<file path="config.mk">
export PLATFORM = sky130hd
export DESIGN_NAME = pixel_stream_buffer_flat
export DESIGN_NICKNAME = d
export VERILOG_FILES = /design/src/rtl/pixel_stream_pkg.sv /design/src/rtl/pixel_stream_buffer_if.sv /design/src/rtl/pixel_stream_fifo.sv /design/src/rtl/pixel_stream_buffer.sv /design/src/flat_wrapper.sv
export SDC_FILE = /design/constraint.sdc
export NUM_CORES = 1
export LEC_CHECK = 0
export CAP_MARGIN = 25
export CORE_MARGIN = 2
export CORE_UTILIZATION = 52
export DETAILED_ROUTE_END_ITERATION = 10
export PLACE_DENSITY_LB_ADDON = 0.3
export RECOVER_POWER = 100
export SYNTH_ARGS = -nofsm -noshare
export SYNTH_HDL_FRONTEND = slang
export SYNTH_SLANG_ARGS = --single-unit
</file>
<file path="constraint.sdc">
create_clock -name clock -period 3 [get_ports clock]
set_input_delay 0.9 -clock clock [delete_from_list [all_inputs] [get_ports clock]]
set_output_delay 0.9 -clock clock [all_outputs]
set_load 0.1 [all_outputs]
</file>
<file path="src/rtl/pixel_stream_pkg.sv">
// Shared types and constants for the pixel stream buffer: FIFO entry layout,
// output framing states, the RGB332 palette and the pointer-width helper.
package pixel_stream_pkg;

    localparam int DATA_WIDTH = 4;
    localparam int OUT_WIDTH  = 2 * DATA_WIDTH;

    typedef struct packed {
        logic [OUT_WIDTH-1:0] data;
        logic                 sop;
        logic                 eop;
    } fifo_entry_t;

    typedef enum logic {
        OUT_IDLE = 1'b0,
        OUT_PKT  = 1'b1
    } framing_state_t;

    // 16-colour table in RGB332 (RRRGGGBB), EGA-like ordering.
    localparam logic [7:0] PALETTE [16] = '{
        8'h00, 8'h02, 8'h10, 8'h12,
        8'h80, 8'h82, 8'h90, 8'hB6,
        8'h49, 8'h03, 8'h1C, 8'h1F,
        8'hE0, 8'hE3, 8'hFC, 8'hFF
    };

    // One extra bit beyond the index so full and empty can be told apart.
    function automatic int ptr_w(input int depth);
        return $clog2(depth) + 1;
    endfunction

endpackage

</file>
<file path="src/rtl/pixel_stream_buffer_if.sv">
// Request side (iterator/solver) and Avalon-ST video source side of the
// pixel stream buffer, bundled with slave (buffer) and master (driver) views.
interface pixel_stream_buffer_if;
    import pixel_stream_pkg::*;

    logic                  in_valid;
    logic                  in_start;
    logic                  in_end;
    logic                  in_ready;
    logic [DATA_WIDTH-1:0] rd_data;
    logic                  out_valid;
    logic                  out_ready;
    logic                  out_start;
    logic                  out_end;
    logic [OUT_WIDTH-1:0]  out_data;
    logic                  framing_err;

    modport slave (
        input  in_valid, in_start, in_end, rd_data, out_ready,
        output in_ready, out_valid, out_start, out_end, out_data, framing_err
    );

    modport master (
        output in_valid, in_start, in_end, rd_data, out_ready,
        input  in_ready, out_valid, out_start, out_end, out_data, framing_err
    );

endinterface

</file>
<file path="src/rtl/pixel_stream_fifo.sv">
// Show-ahead synchronous FIFO: head always presents the oldest entry, count
// reports occupancy. A push together with a pop is accepted even when full.
module pixel_stream_fifo
    import pixel_stream_pkg::*;
#(
    parameter int DEPTH = 8,
    parameter int WIDTH = 10
) (
    input  logic                     clock,
    input  logic                     reset,
    input  logic                     push,
    input  logic [WIDTH-1:0]         push_data,
    input  logic                     pop,
    output logic [WIDTH-1:0]         head,
    output logic                     empty,
    output logic [$clog2(DEPTH):0]   count
);

    localparam int PTR_W = ptr_w(DEPTH);
    localparam int IDX_W = PTR_W - 1;

    logic [WIDTH-1:0] mem [DEPTH];
    logic [PTR_W-1:0] wr_ptr_reg;
    logic [PTR_W-1:0] rd_ptr_reg;
    logic [PTR_W-1:0] wr_ptr_next;
    logic [PTR_W-1:0] rd_ptr_next;
    logic             full;
    logic             do_push;
    logic             do_pop;

    assign empty = (wr_ptr_reg == rd_ptr_reg);
    assign full  = (wr_ptr_reg[PTR_W-1] != rd_ptr_reg[PTR_W-1]) &&
                   (wr_ptr_reg[IDX_W-1:0] == rd_ptr_reg[IDX_W-1:0]);

    assign do_pop  = pop && !empty;
    assign do_push = push && (!full || do_pop);

    always_comb begin
        wr_ptr_next = wr_ptr_reg + PTR_W'(do_push);
        rd_ptr_next = rd_ptr_reg + PTR_W'(do_pop);
    end

    always_ff @(posedge clock or posedge reset) begin
        if (reset) begin
            wr_ptr_reg <= '0;
            rd_ptr_reg <= '0;
        end else begin
            wr_ptr_reg <= wr_ptr_next;
            rd_ptr_reg <= rd_ptr_next;
        end
    end

    // Storage carries no reset; stale contents are never visible because the
    // consumer gates everything with empty.
    always_ff @(posedge clock) begin
        if (do_push) begin
            mem[wr_ptr_reg[IDX_W-1:0]] <= push_data;
        end
    end

    assign head  = mem[rd_ptr_reg[IDX_W-1:0]];
    assign count = wr_ptr_reg - rd_ptr_reg;

endmodule

</file>
<file path="src/rtl/pixel_stream_buffer.sv">
// Tracks pixel requests through the solver read latency, buffers the results
// and drives a credit-backpressured Avalon-ST video source. PIXEL_PALETTE_EN
// replaces nibble duplication with a PALETTE lookup at FIFO push.
module pixel_stream_buffer
    import pixel_stream_pkg::*;
#(
    parameter int READ_LATENCY = 2,
    parameter int DEPTH        = 8
) (
    input  logic                 clock,
    input  logic                 reset,
    pixel_stream_buffer_if.slave bus
);

    localparam int CNT_W = ptr_w(DEPTH);

    logic                    accept;
    logic                    in_ready;
    logic                    pop;
    logic                    empty;
    logic                    exit_valid;
    logic [CNT_W-1:0]        fifo_count;
    logic [CNT_W-1:0]        inflight_count_reg;
    logic [CNT_W-1:0]        inflight_count_next;
    logic [CNT_W:0]          outstanding;
    logic [READ_LATENCY-1:0] pipe_valid_reg;
    logic [READ_LATENCY-1:0] pipe_start_reg;
    logic [READ_LATENCY-1:0] pipe_end_reg;
    fifo_entry_t             push_entry;
    fifo_entry_t             head_entry;
    framing_state_t          state_reg;
    framing_state_t          state_next;
    logic                    err_reg;
    logic                    err_next;

    // Credits: every accepted pixel owns a FIFO slot from acceptance until pop,
    // so a push can never meet a full FIFO. Only registered counters feed this.
    assign outstanding = {1'b0, inflight_count_reg} + {1'b0, fifo_count};
    assign in_ready    = (outstanding < (CNT_W+1)'(DEPTH));
    assign accept      = bus.in_valid && in_ready;
    assign bus.in_ready = in_ready;

    genvar gi;
    generate
        for (gi = 0; gi < READ_LATENCY; gi++) begin : g_pipe
            if (gi == 0) begin : g_first
                always_ff @(posedge clock or posedge reset) begin
                    if (reset) begin
                        pipe_valid_reg[gi] <= 1'b0;
                        pipe_start_reg[gi] <= 1'b0;
                        pipe_end_reg[gi]   <= 1'b0;
                    end else begin
                        pipe_valid_reg[gi] <= accept;
                        pipe_start_reg[gi] <= accept && bus.in_start;
                        pipe_end_reg[gi]   <= accept && bus.in_end;
                    end
                end
            end else begin : g_rest
                always_ff @(posedge clock or posedge reset) begin
                    if (reset) begin
                        pipe_valid_reg[gi] <= 1'b0;
                        pipe_start_reg[gi] <= 1'b0;
                        pipe_end_reg[gi]   <= 1'b0;
                    end else begin
                        pipe_valid_reg[gi] <= pipe_valid_reg[gi-1];
                        pipe_start_reg[gi] <= pipe_start_reg[gi-1];
                        pipe_end_reg[gi]   <= pipe_end_reg[gi-1];
                    end
                end
            end
        end
    endgenerate

    assign exit_valid = pipe_valid_reg[READ_LATENCY-1];

    always_comb begin
        inflight_count_next = inflight_count_reg + CNT_W'(accept) - CNT_W'(exit_valid);
    end

    always_ff @(posedge clock or posedge reset) begin
        if (reset) begin
            inflight_count_reg <= '0;
        end else begin
            inflight_count_reg <= inflight_count_next;
        end
    end

    // Solver data is only meaningful while the pipe exit is valid; it is
    // captured that same cycle.
    always_comb begin
        push_entry = '0;
`ifdef PIXEL_PALETTE_EN
        push_entry.data = PALETTE[bus.rd_data];
`else
        push_entry.data = {bus.rd_data, bus.rd_data};
`endif
        push_entry.sop = pipe_start_reg[READ_LATENCY-1];
        push_entry.eop = pipe_end_reg[READ_LATENCY-1];
    end

    pixel_stream_fifo #(
        .DEPTH (DEPTH),
        .WIDTH ($bits(fifo_entry_t))
    ) u_fifo (
        .clock     (clock),
        .reset     (reset),
        .push      (exit_valid),
        .push_data (push_entry),
        .pop       (pop),
        .head      (head_entry),
        .empty     (empty),
        .count     (fifo_count)
    );

    assign pop           = !empty && bus.out_ready;
    assign bus.out_valid = !empty;
    assign bus.out_data  = empty ? '0 : head_entry.data;
    assign bus.out_start = !empty && head_entry.sop;
    assign bus.out_end   = !empty && head_entry.eop;

    always_ff @(posedge clock or posedge reset) begin
        if (reset) begin
            state_reg <= OUT_IDLE;
            err_reg   <= 1'b0;
        end else begin
            state_reg <= state_next;
            err_reg   <= err_next;
        end
    end

    // Framing advances only on beats the sink actually takes.
    always_comb begin
        state_next = state_reg;
        err_next   = err_reg;
        if (pop) begin
            case (state_reg)
                OUT_IDLE: begin
                    if (!head_entry.sop) begin
                        err_next = 1'b1;
                    end else if (!head_entry.eop) begin
                        state_next = OUT_PKT;
                    end
                end
                OUT_PKT: begin
                    if (head_entry.sop) begin
                        err_next = 1'b1;
                    end
                    if (head_entry.eop) begin
                        state_next = OUT_IDLE;
                    end
                end
                default: state_next = OUT_IDLE;
            endcase
        end
    end

    assign bus.framing_err = err_reg;

endmodule

</file>
<file path="src/flat_wrapper.sv">
// flat-port wrapper written by rule: the top's interface ports become plain ports
module pixel_stream_buffer_flat import pixel_stream_pkg::*;
#(
    parameter int READ_LATENCY = 2,
    parameter int DEPTH        = 8
)
  (clock, reset, bus_in_valid, bus_in_start, bus_in_end, bus_rd_data, bus_out_ready, bus_in_ready, bus_out_valid, bus_out_start, bus_out_end, bus_out_data, bus_framing_err);
  pixel_stream_buffer_if bus_i ();
  input  logic clock;
  input  logic reset;
  input wire logic [$bits(bus_i.in_valid)-1:0] bus_in_valid;
  input wire logic [$bits(bus_i.in_start)-1:0] bus_in_start;
  input wire logic [$bits(bus_i.in_end)-1:0] bus_in_end;
  input wire logic [$bits(bus_i.rd_data)-1:0] bus_rd_data;
  input wire logic [$bits(bus_i.out_ready)-1:0] bus_out_ready;
  output wire logic [$bits(bus_i.in_ready)-1:0] bus_in_ready;
  output wire logic [$bits(bus_i.out_valid)-1:0] bus_out_valid;
  output wire logic [$bits(bus_i.out_start)-1:0] bus_out_start;
  output wire logic [$bits(bus_i.out_end)-1:0] bus_out_end;
  output wire logic [$bits(bus_i.out_data)-1:0] bus_out_data;
  output wire logic [$bits(bus_i.framing_err)-1:0] bus_framing_err;
  assign bus_i.in_valid = bus_in_valid;
  assign bus_i.in_start = bus_in_start;
  assign bus_i.in_end = bus_in_end;
  assign bus_i.rd_data = bus_rd_data;
  assign bus_i.out_ready = bus_out_ready;
  assign bus_in_ready = bus_i.in_ready;
  assign bus_out_valid = bus_i.out_valid;
  assign bus_out_start = bus_i.out_start;
  assign bus_out_end = bus_i.out_end;
  assign bus_out_data = bus_i.out_data;
  assign bus_framing_err = bus_i.framing_err;
  pixel_stream_buffer #(.READ_LATENCY(READ_LATENCY), .DEPTH(DEPTH)) u_core (.clock(clock), .reset(reset), .bus(bus_i));
endmodule
</file>
==> results of run 1 <==
[layout by cell type (no fill, tap or decap), types with 4 or more instances in the layout]
cell	count
sky130_fd_sc_hd__xor2_1	4
sky130_fd_sc_hd__nand3_1	4
sky130_fd_sc_hd__clkbuf_1	11
sky130_fd_sc_hd__buf_4	12
sky130_fd_sc_hd__xnor2_1	7
sky130_fd_sc_hd__inv_1	11
sky130_fd_sc_hd__edfxtp_1	48
sky130_fd_sc_hd__a21oi_4	4
sky130_fd_sc_hd__nor2_1	7
sky130_fd_sc_hd__dfrtp_1	20
sky130_fd_sc_hd__mux4_2	12
sky130_fd_sc_hd__clkbuf_8	9
sky130_fd_sc_hd__dlygate4sd3_1	6
sky130_fd_sc_hd__ha_1	12
sky130_fd_sc_hd__nand2_1	11
sky130_fd_sc_hd__buf_12	13
[path summary, 6_finish.rpt]
path | endpoint | slack, ns | depth (start not counted)
max reg2reg | u_core.inflight_count_reg[1] | -0.09 | 14
min | u_core.exit_valid | 0.36 | 0
max in group asynchronous | u_core.bus.framing_err | 1.37 | 2
max | bus_in_ready | -0.34 | 9
min reg2reg | u_core.exit_valid | 0.36 | 0
min in group asynchronous | u_core.pipe_start_reg[0] | 1.15 | 2
[metrics by stage]
step / setup TNS (ns) / cell area [µm²]
after floorplan: 0 / 3050
after global placement: 0 / 3470
after detailed placement: -0.183 / 3470
after CTS: -0.325 / 3700
after global routing: -1.21 / 3720
final: -0.581 / 3720
[cells by family after synthesis]
logic type	synth area share [%]
buffers and inverters	3.53
multiplexers	10.6
AO/OA/AOI/OAI	2.63
adder cells (fa/ha/maj)	7.41
flip-flops	66.9
XOR/XNOR	3.32
AND/OR/NAND/NOR	5.65
[critical path, delay by kind of cell (launching register included)]
kind | cells | cell delay [ns]
simple gates | 2 | 0.36
buf+inv | 3 | 0.29
flops | 1 | 0.41
compound gates | 1 | 0.16
fa+ha+maj | 3 | 0.89
[synth_stat cells, drive strengths merged]
| library cell | instances |
|---|---|
| nor2 | 9 |
| fa | 2 |
| nor3 | 4 |
| edfxtp | 48 |
| inv | 14 |
| a21oi | 6 |
| mux4 | 12 |
| xnor2 | 7 |
| o21ai | 1 |
| and2 | 1 |
| nand2b | 2 |
| o31a | 1 |
| nand3 | 4 |
| o32a | 1 |
| dfrtp | 20 |
| and3b | 1 |
| xor2 | 4 |
| a21o | 3 |
| and3 | 2 |
| buf | 6 |
| ha | 14 |
| mux2i | 2 |
| nand2 | 11 |
| and4 | 1 |
| clkbuf | 2 |
[per-layer routing]
layer	up-vias	GRT usage, %	share of wire, %
met3	5	3.64	4.3
li1	739	-	-
met5	-	0	0
met4	0	7.19	0.60
met2	40	31.0	52
met1	845	30.2	43
[cell type report]
cell class              count  area, µm²
repair buffers             44        482
flip-flops and latches     68       1940
multi-input cells          88        945
clock buffers              11        131
clock inverters             5       76.3
fillers                   368       1720
well taps                  72       90.1
inverters                  14       57.6
[what timing repair did]
action / CTS / global route
resized for setup: 2 / 10
setup buffers: 2 / 5
pin swaps: 0 / 4
setup endpoints to repair: 4 / 5
endpoints found under the hold margin: 0 / 0
==> results.md, run 1 <==
* Final Hold Fails at 0
* Number of cells produced by synthesis at 178
* Final-report setup violation count at 4
* Worst hold path startpoint: u_core.pipe_valid_reg[0]
* Vertical die dimension at 78.7 µm
* Antenna violations before repair at 0
* Clock root cell: sky130_fd_sc_hd__clkbuf_8
* Total wirelength of the detailed-routed design at 5800 µm
* Share of the clock period used by the worst path after layout at 111%
* WP data arrival at 2.44 ns
* Pre-Repair DR Iteration Count at 4
* Series of cell instances along the critical path: inv_2 -> ha_4 -> inv_4 -> fa_1 -> ha_1 -> and3b_1 -> o21ai_2 -> and2_4 -> buf_12
* Die W at 78.7 µm
* Remaining global-route overflow at 0
* Maxcap violations at 0
* Number of placed I/O pins at 23
* Count of placed standard cells in the final layout, fillers left out at 302
* Vias in the first global route at 1746
* CTS sink count at 68
* Std cell rows at 27
* Final critical-path required period at 3.34 ns
* Slowest cell on the critical path: sky130_fd_sc_hd__fa_1
* First-pass GRT wire length at 9180 µm
* Pin count of the biggest net entering global routing at 21
* Clock latency of the later-clocked register in the worst-skew pair at 0.32 ns
* Number of vias after detailed routing at 1629
* Clock edge transition at the registers on the reported setup and hold paths at 0.07 ns
* Detailed router's first-iteration violation count at 145
* Actual slew at the worst max-slew pin at 1.16 ns
* Clock tree from TritonCTS: yes
* Post-detailed-placement half-perimeter wirelength at 3890 µm
* Worst min path class: flop to flop
* Sequential element share of the synthesized area at 66.9%
* Port bufs at 22
* Leading post-synthesis cells by cell area: sky130_fd_sc_hd__edfxtp_1 50%, sky130_fd_sc_hd__dfrtp_1 17%, sky130_fd_sc_hd__mux4_2 8.5%
* Final slew viol count at 0
* Fraction of final layout cells sized beyond drive strength 1 at 29.1%
* Gpl congestion at 0.828
* WP data required at 2.10 ns
* Startpoint of the most critical setup path: u_core.u_fifo.wr_ptr_reg[0]
* Total die area at 6200 µm²
* Detailed-route wire length per cell at 19.2 µm
* CP peak stage delay at 0.45 ns
* Initial core utilization at 53.4%
* Maximum number of buffers from clock root to sink at 2
* End-of-flow core utilization at 68.5%
* Number of clock buffers inserted by TritonCTS at 9
* Kind of critical path: flop to primary output
* Yosys warning count at 0
* Count of nets after finishing at 251
* Worst setup SP type: flop
* Overall global routing resource usage at 20.4%
* Area Growth Syn to Fin at 28.3%
* Critical path capture point type: primary output
* Count of distinct cell types in the synthesized netlist at 29
* Run status: complete, but fails checks
* Antenna viol nets, final at 0
* # H-tree levels at 3
* Setup ws final at -0.337 ns
* Netlist area before placement at 2900 µm²
* Placed cells at 279
* RSZ-0062 raised after global routing: yes
* Core outline area at 5440 µm²
* Final hold slack at 0.358 ns
* Max Clock Skew at 0.00412 ns
* Worst reg2reg startpoint: u_core.u_fifo.wr_ptr_reg[0]
* Synth Register Bits at 68
* Area share of the leading cell type in the synthesized netlist at 49.7%
* Diodes inserted at 0
* CP max FO at 2
* Failing checks: negative setup slack
* Syn_area_per_cell at 16.3 µm²
* Number of remaining DRC errors at 0
* Syn nets at 204
* Flip-flop count of the largest register, all copies and words added at 48
* Detail-routed via count per cell at 5.39
* Max transition margin at 23.2%
* Hold buffers post-CTS at 0
* Library cell with the largest summed area after synthesis: sky130_fd_sc_hd__edfxtp_1
* Peak clock frequency supported by timing at 300 MHz
* Pre-CTS setup slack at -0.0893 ns
Power of run 1 is left out: the tool's default activity adds up to more than one toggle a clock period on the data nets, which glitch-free logic cannot reach.
==> inputs of run 2 (changes only) <==
--- a/config.mk
+++ b/config.mk
@@ -5,6 +5,7 @@
 export SDC_FILE = /design/constraint.sdc
 export NUM_CORES = 1
 export LEC_CHECK = 0
+export ABC_AREA = 1
 export CAP_MARGIN = 25
 export CORE_MARGIN = 2
 export CORE_UTILIZATION = 52
==> run 2 against run 1 <==
Effect of this change: the flow still finishes with violations (negative setup slack); hold slack got worse by 0.0063 ns; wire length rose by 2.4%; global-route usage fell by 0.33 points; die area rose by 6.1%; register-to-register slack got worse by 0.09 ns; synthesized area rose by 6.4%; critical path type unchanged.
==> results.md, run 2 <==
* RSZ-0062 raised after global routing: yes
* Actual slew at the worst max-slew pin at 0.783 ns (-0.374 ns)
* Most common library cell in the layout ignoring fill and taps: sky130_fd_sc_hd__edfxtp_1
* Share of the clock period used by the worst path after layout at 109% (-2.1 points)
* Most common library cells after synthesis: 48 x sky130_fd_sc_hd__edfxtp_1, 41 x sky130_fd_sc_hd__nor2_1, 38 x sky130_fd_sc_hd__nand2_1
* Reg-to-reg endpoint: u_core.inflight_count_reg[1]
* Antenna violations before repair at 0 (unchanged)
* Detailed router's first-iteration violation count at 106 (-27%)
* WP data required at 2.10 ns (about the same)
* Hold buffers post-CTS at 0 (unchanged)
* Maxcap violations at 0 (unchanged)
* Post-detailed-placement half-perimeter wirelength at 3840 µm (-1.4%)
* Worst min path class: flop to flop
* Port bufs at 22 (unchanged)
* Diodes inserted at 0 (unchanged)
* Startpoint of the most critical setup path: u_core.u_fifo.rd_ptr_reg[2]
* Count of distinct cell types in the synthesized netlist at 30 (+3.4%)
* Core outline area at 5820 µm² (+6.9%)
* Yosys warning count at 0 (unchanged)
* Netlist area before placement at 3090 µm² (+6.4%)
* Failing checks: negative setup slack
* Detailed-route wire length per cell at 15.1 µm (-21%)
* Clock tree from TritonCTS: yes
* Worst hold path startpoint: u_core.pipe_start_reg[0]
* Detail-routed via count per cell at 5.06 (-6.1%)
* Peak clock frequency supported by timing at 305 MHz (+1.9%)
* Series of cell instances along the critical path: inv_2 -> ha_4 -> a21oi_2 -> o21ai_2 -> xor2_1 -> ha_1 -> nor3_2 -> nand2_2 -> clkinvlp_4 -> buf_12
* Fraction of final layout cells sized beyond drive strength 1 at 28.0% (-1.1 points)
* Kind of critical path: flop to primary output
* Gpl congestion at 0.782 (-5.5%)
* Run status: complete, but fails checks
* WHS Path Cells at 0 (unchanged)
* Pin count of the biggest net entering global routing at 27 (+29%)
* Number of cells produced by synthesis at 272 (+53%)
* Vias in the first global route at 1974 (+13%)
* Area share of the leading cell type in the synthesized netlist at 46.7% (-3.0 points)
* Clock latency of the later-clocked register in the worst-skew pair at 0.34 ns (+0.02 ns)
* Leading cell type by number of instances after synthesis: sky130_fd_sc_hd__edfxtp_1
* Overall global routing resource usage at 20.1% (-0.33 points)
* Synth Register Bits at 68 (unchanged)
* Leading post-synthesis cells by cell area: sky130_fd_sc_hd__edfxtp_1 47%, sky130_fd_sc_hd__dfrtp_1 16%, sky130_fd_sc_hd__ha_1 5.7%
* Commonest non-fill, non-tap cells in the layout: 48 x sky130_fd_sc_hd__edfxtp_1, 35 x sky130_fd_sc_hd__nor2_1, 31 x sky130_fd_sc_hd__nand2_1, 25 x sky130_fd_sc_hd__inv_1, 20 x sky130_fd_sc_hd__dfrtp_1
* Setup ws final at -0.274 ns (+0.0633 ns)
* Std cell rows at 28 (+3.7%)
* Placed cells at 370 (+33%)
* WP data arrival at 2.37 ns (-0.07 ns)
* Die W at 81.1 µm (+3.0%)
* Total area of multi-input combinational cells at 1080 µm² (+14%)
* Filler instances at 438 (+19%)
* Final critical-path required period at 3.27 ns (-0.0633 ns)
* Syn nets at 298 (+46%)
* Worst reg2reg startpoint: u_core.u_fifo.rd_ptr_reg[2]
* Leading register cell type out of synthesis: sky130_fd_sc_hd__edfxtp_1
* CTS sink count at 68 (unchanged)
* Worst-case reg-to-reg path depth at 18 (+4)
* Count of nets after finishing at 339 (+35%)
* Max Clock Skew at 0.00785 ns (+0.00373 ns)
* Setup_tns at -0.560 ns (+0.0207 ns)
* Combined flip-flop and latch cell area at 1940 µm² (unchanged)
* Flip-flop count of the largest register, all copies and words added at 48 (unchanged)
* R2R setup slack at -0.18 ns (-0.09 ns)
* Number of remaining DRC errors at 0 (unchanged)
* Sequential element share of the synthesized area at 62.9% (-4.0 points)
* Max transition margin at 47.7% (+25 points)
* Vertical die dimension at 81.1 µm (+3.0%)
* First-pass GRT wire length at 9430 µm (+2.7%)
* Total die area at 6570 µm² (+6.1%)
* Number of clock buffers inserted by TritonCTS at 9 (unchanged)
* Ys async rst share at 29.4% (unchanged)
* Slowest cell on the critical path: sky130_fd_sc_hd__dfrtp_1
* EDFF count, synth at 48 (unchanged)
* Final slew viol count at 0 (unchanged)
* Maximum number of buffers from clock root to sink at 2 (unchanged)
* Remaining global-route overflow at 0 (unchanged)
* Number of placed I/O pins at 23 (unchanged)
* Pre-CTS setup slack at -0.0399 ns (+0.0495 ns)
* Clock edge transition at the registers on the reported setup and hold paths at 0.07 ns (about the same)
* Count of placed standard cells in the final layout, fillers left out at 393 (+30%)
* # H-tree levels at 3 (unchanged)
* Area Growth Syn to Fin at 27.3%
* Capturing instance or port of the critical path: bus_in_ready
* Final Hold Fails at 0 (unchanged)
* Worst setup SP type: flop
* Final-report setup violation count at 3 (-1)
* CP peak stage delay at 0.40 ns (-0.05 ns)
* Antenna viol nets, final at 0 (unchanged)
* Syn_area_per_cell at 11.4 µm² (-30%)
* Initial core utilization at 53.1% (-0.25 points)
* Clock root cell: sky130_fd_sc_hd__clkbuf_8
* Total wirelength of the detailed-routed design at 5940 µm (+2.4%)
* Critical path capture point type: primary output
* Library cell with the largest summed area after synthesis: sky130_fd_sc_hd__edfxtp_1
* Number of vias after detailed routing at 1990 (+22%)
* Pre-Repair DR Iteration Count at 4 (unchanged)
* CP max FO at 3 (+1)
-- run 2: per-layer routing --
layer | track usage [%] | vias up | routed length, µm
met1 | 27.0 | 950 | 2540
met3 | 4.56 | 6 | 310
li1 | - | 984 | -
met2 | 31.9 | 50 | 3020
met5 | 0 | - | 0
met4 | 8.14 | 0 | 64
-- run 2: what timing repair did --
item / CTS / global route
resized for setup: 1 / 12
buffers inserted: 2 / 5
pin swaps: 3 / 6
setup endpoints to repair: 2 / 10
-- run 2: logic make-up after synthesis --
family	after synthesis	share of synthesized area [%]
AOI/OAI and AO/OA	30	5.71
xor gates and xnor gates	10	3.08
adders and majority gates	16	6.97
buffers and inverters	46	7.45
DFF	68	62.9
and+or+nand+nor	102	13.9
-- run 2: cell type report --
cell class              count  share of cell area (%)
multi-input cells         158                    27.4
inverters                  34                    3.50
clock buffers              10                    3.25
well taps                  75                    2.39
clock inverters             6                    1.40
repair buffers             42                    12.7
flip-flops and latches     68                    49.4
-- run 2: worst min path at each step --
stage / endpoint / slack [ns]
final: u_core.pipe_start_reg[1] / 0.35
after global routing: u_core.pipe_end_reg[1] / 0.36
after CTS: u_core.pipe_start_reg[1] / 0.35
after detailed placement: u_core.pipe_start_reg[1] / 0.34
after global placement: u_core.exit_valid / 0.34
after floorplan: u_core.exit_valid / 0.33
-- run 2: critical path, delay by kind of cell, from the launching register on --
kind                       cells  cell delay, ns
xor gates and xnor gates       1            0.16
and+or+nand+nor                2            0.30
DFF                            1            0.40
AOI/OAI and AO/OA              2            0.27
buffers and inverters          3            0.37
adders and majority gates      2            0.55
-- run 2: per-stage QoR --
stage	hold WS, ns	area [µm²]	util (%)
floorplan	0.331	3250	-
global placement	0.336	3640	62.6
detailed placement	0.339	3640	62.6
CTS	0.355	3840	66.0
global route	0.364	3930	67.6
finish	0.352	3930	67.6
Power of run 2 is left out for the same reason.
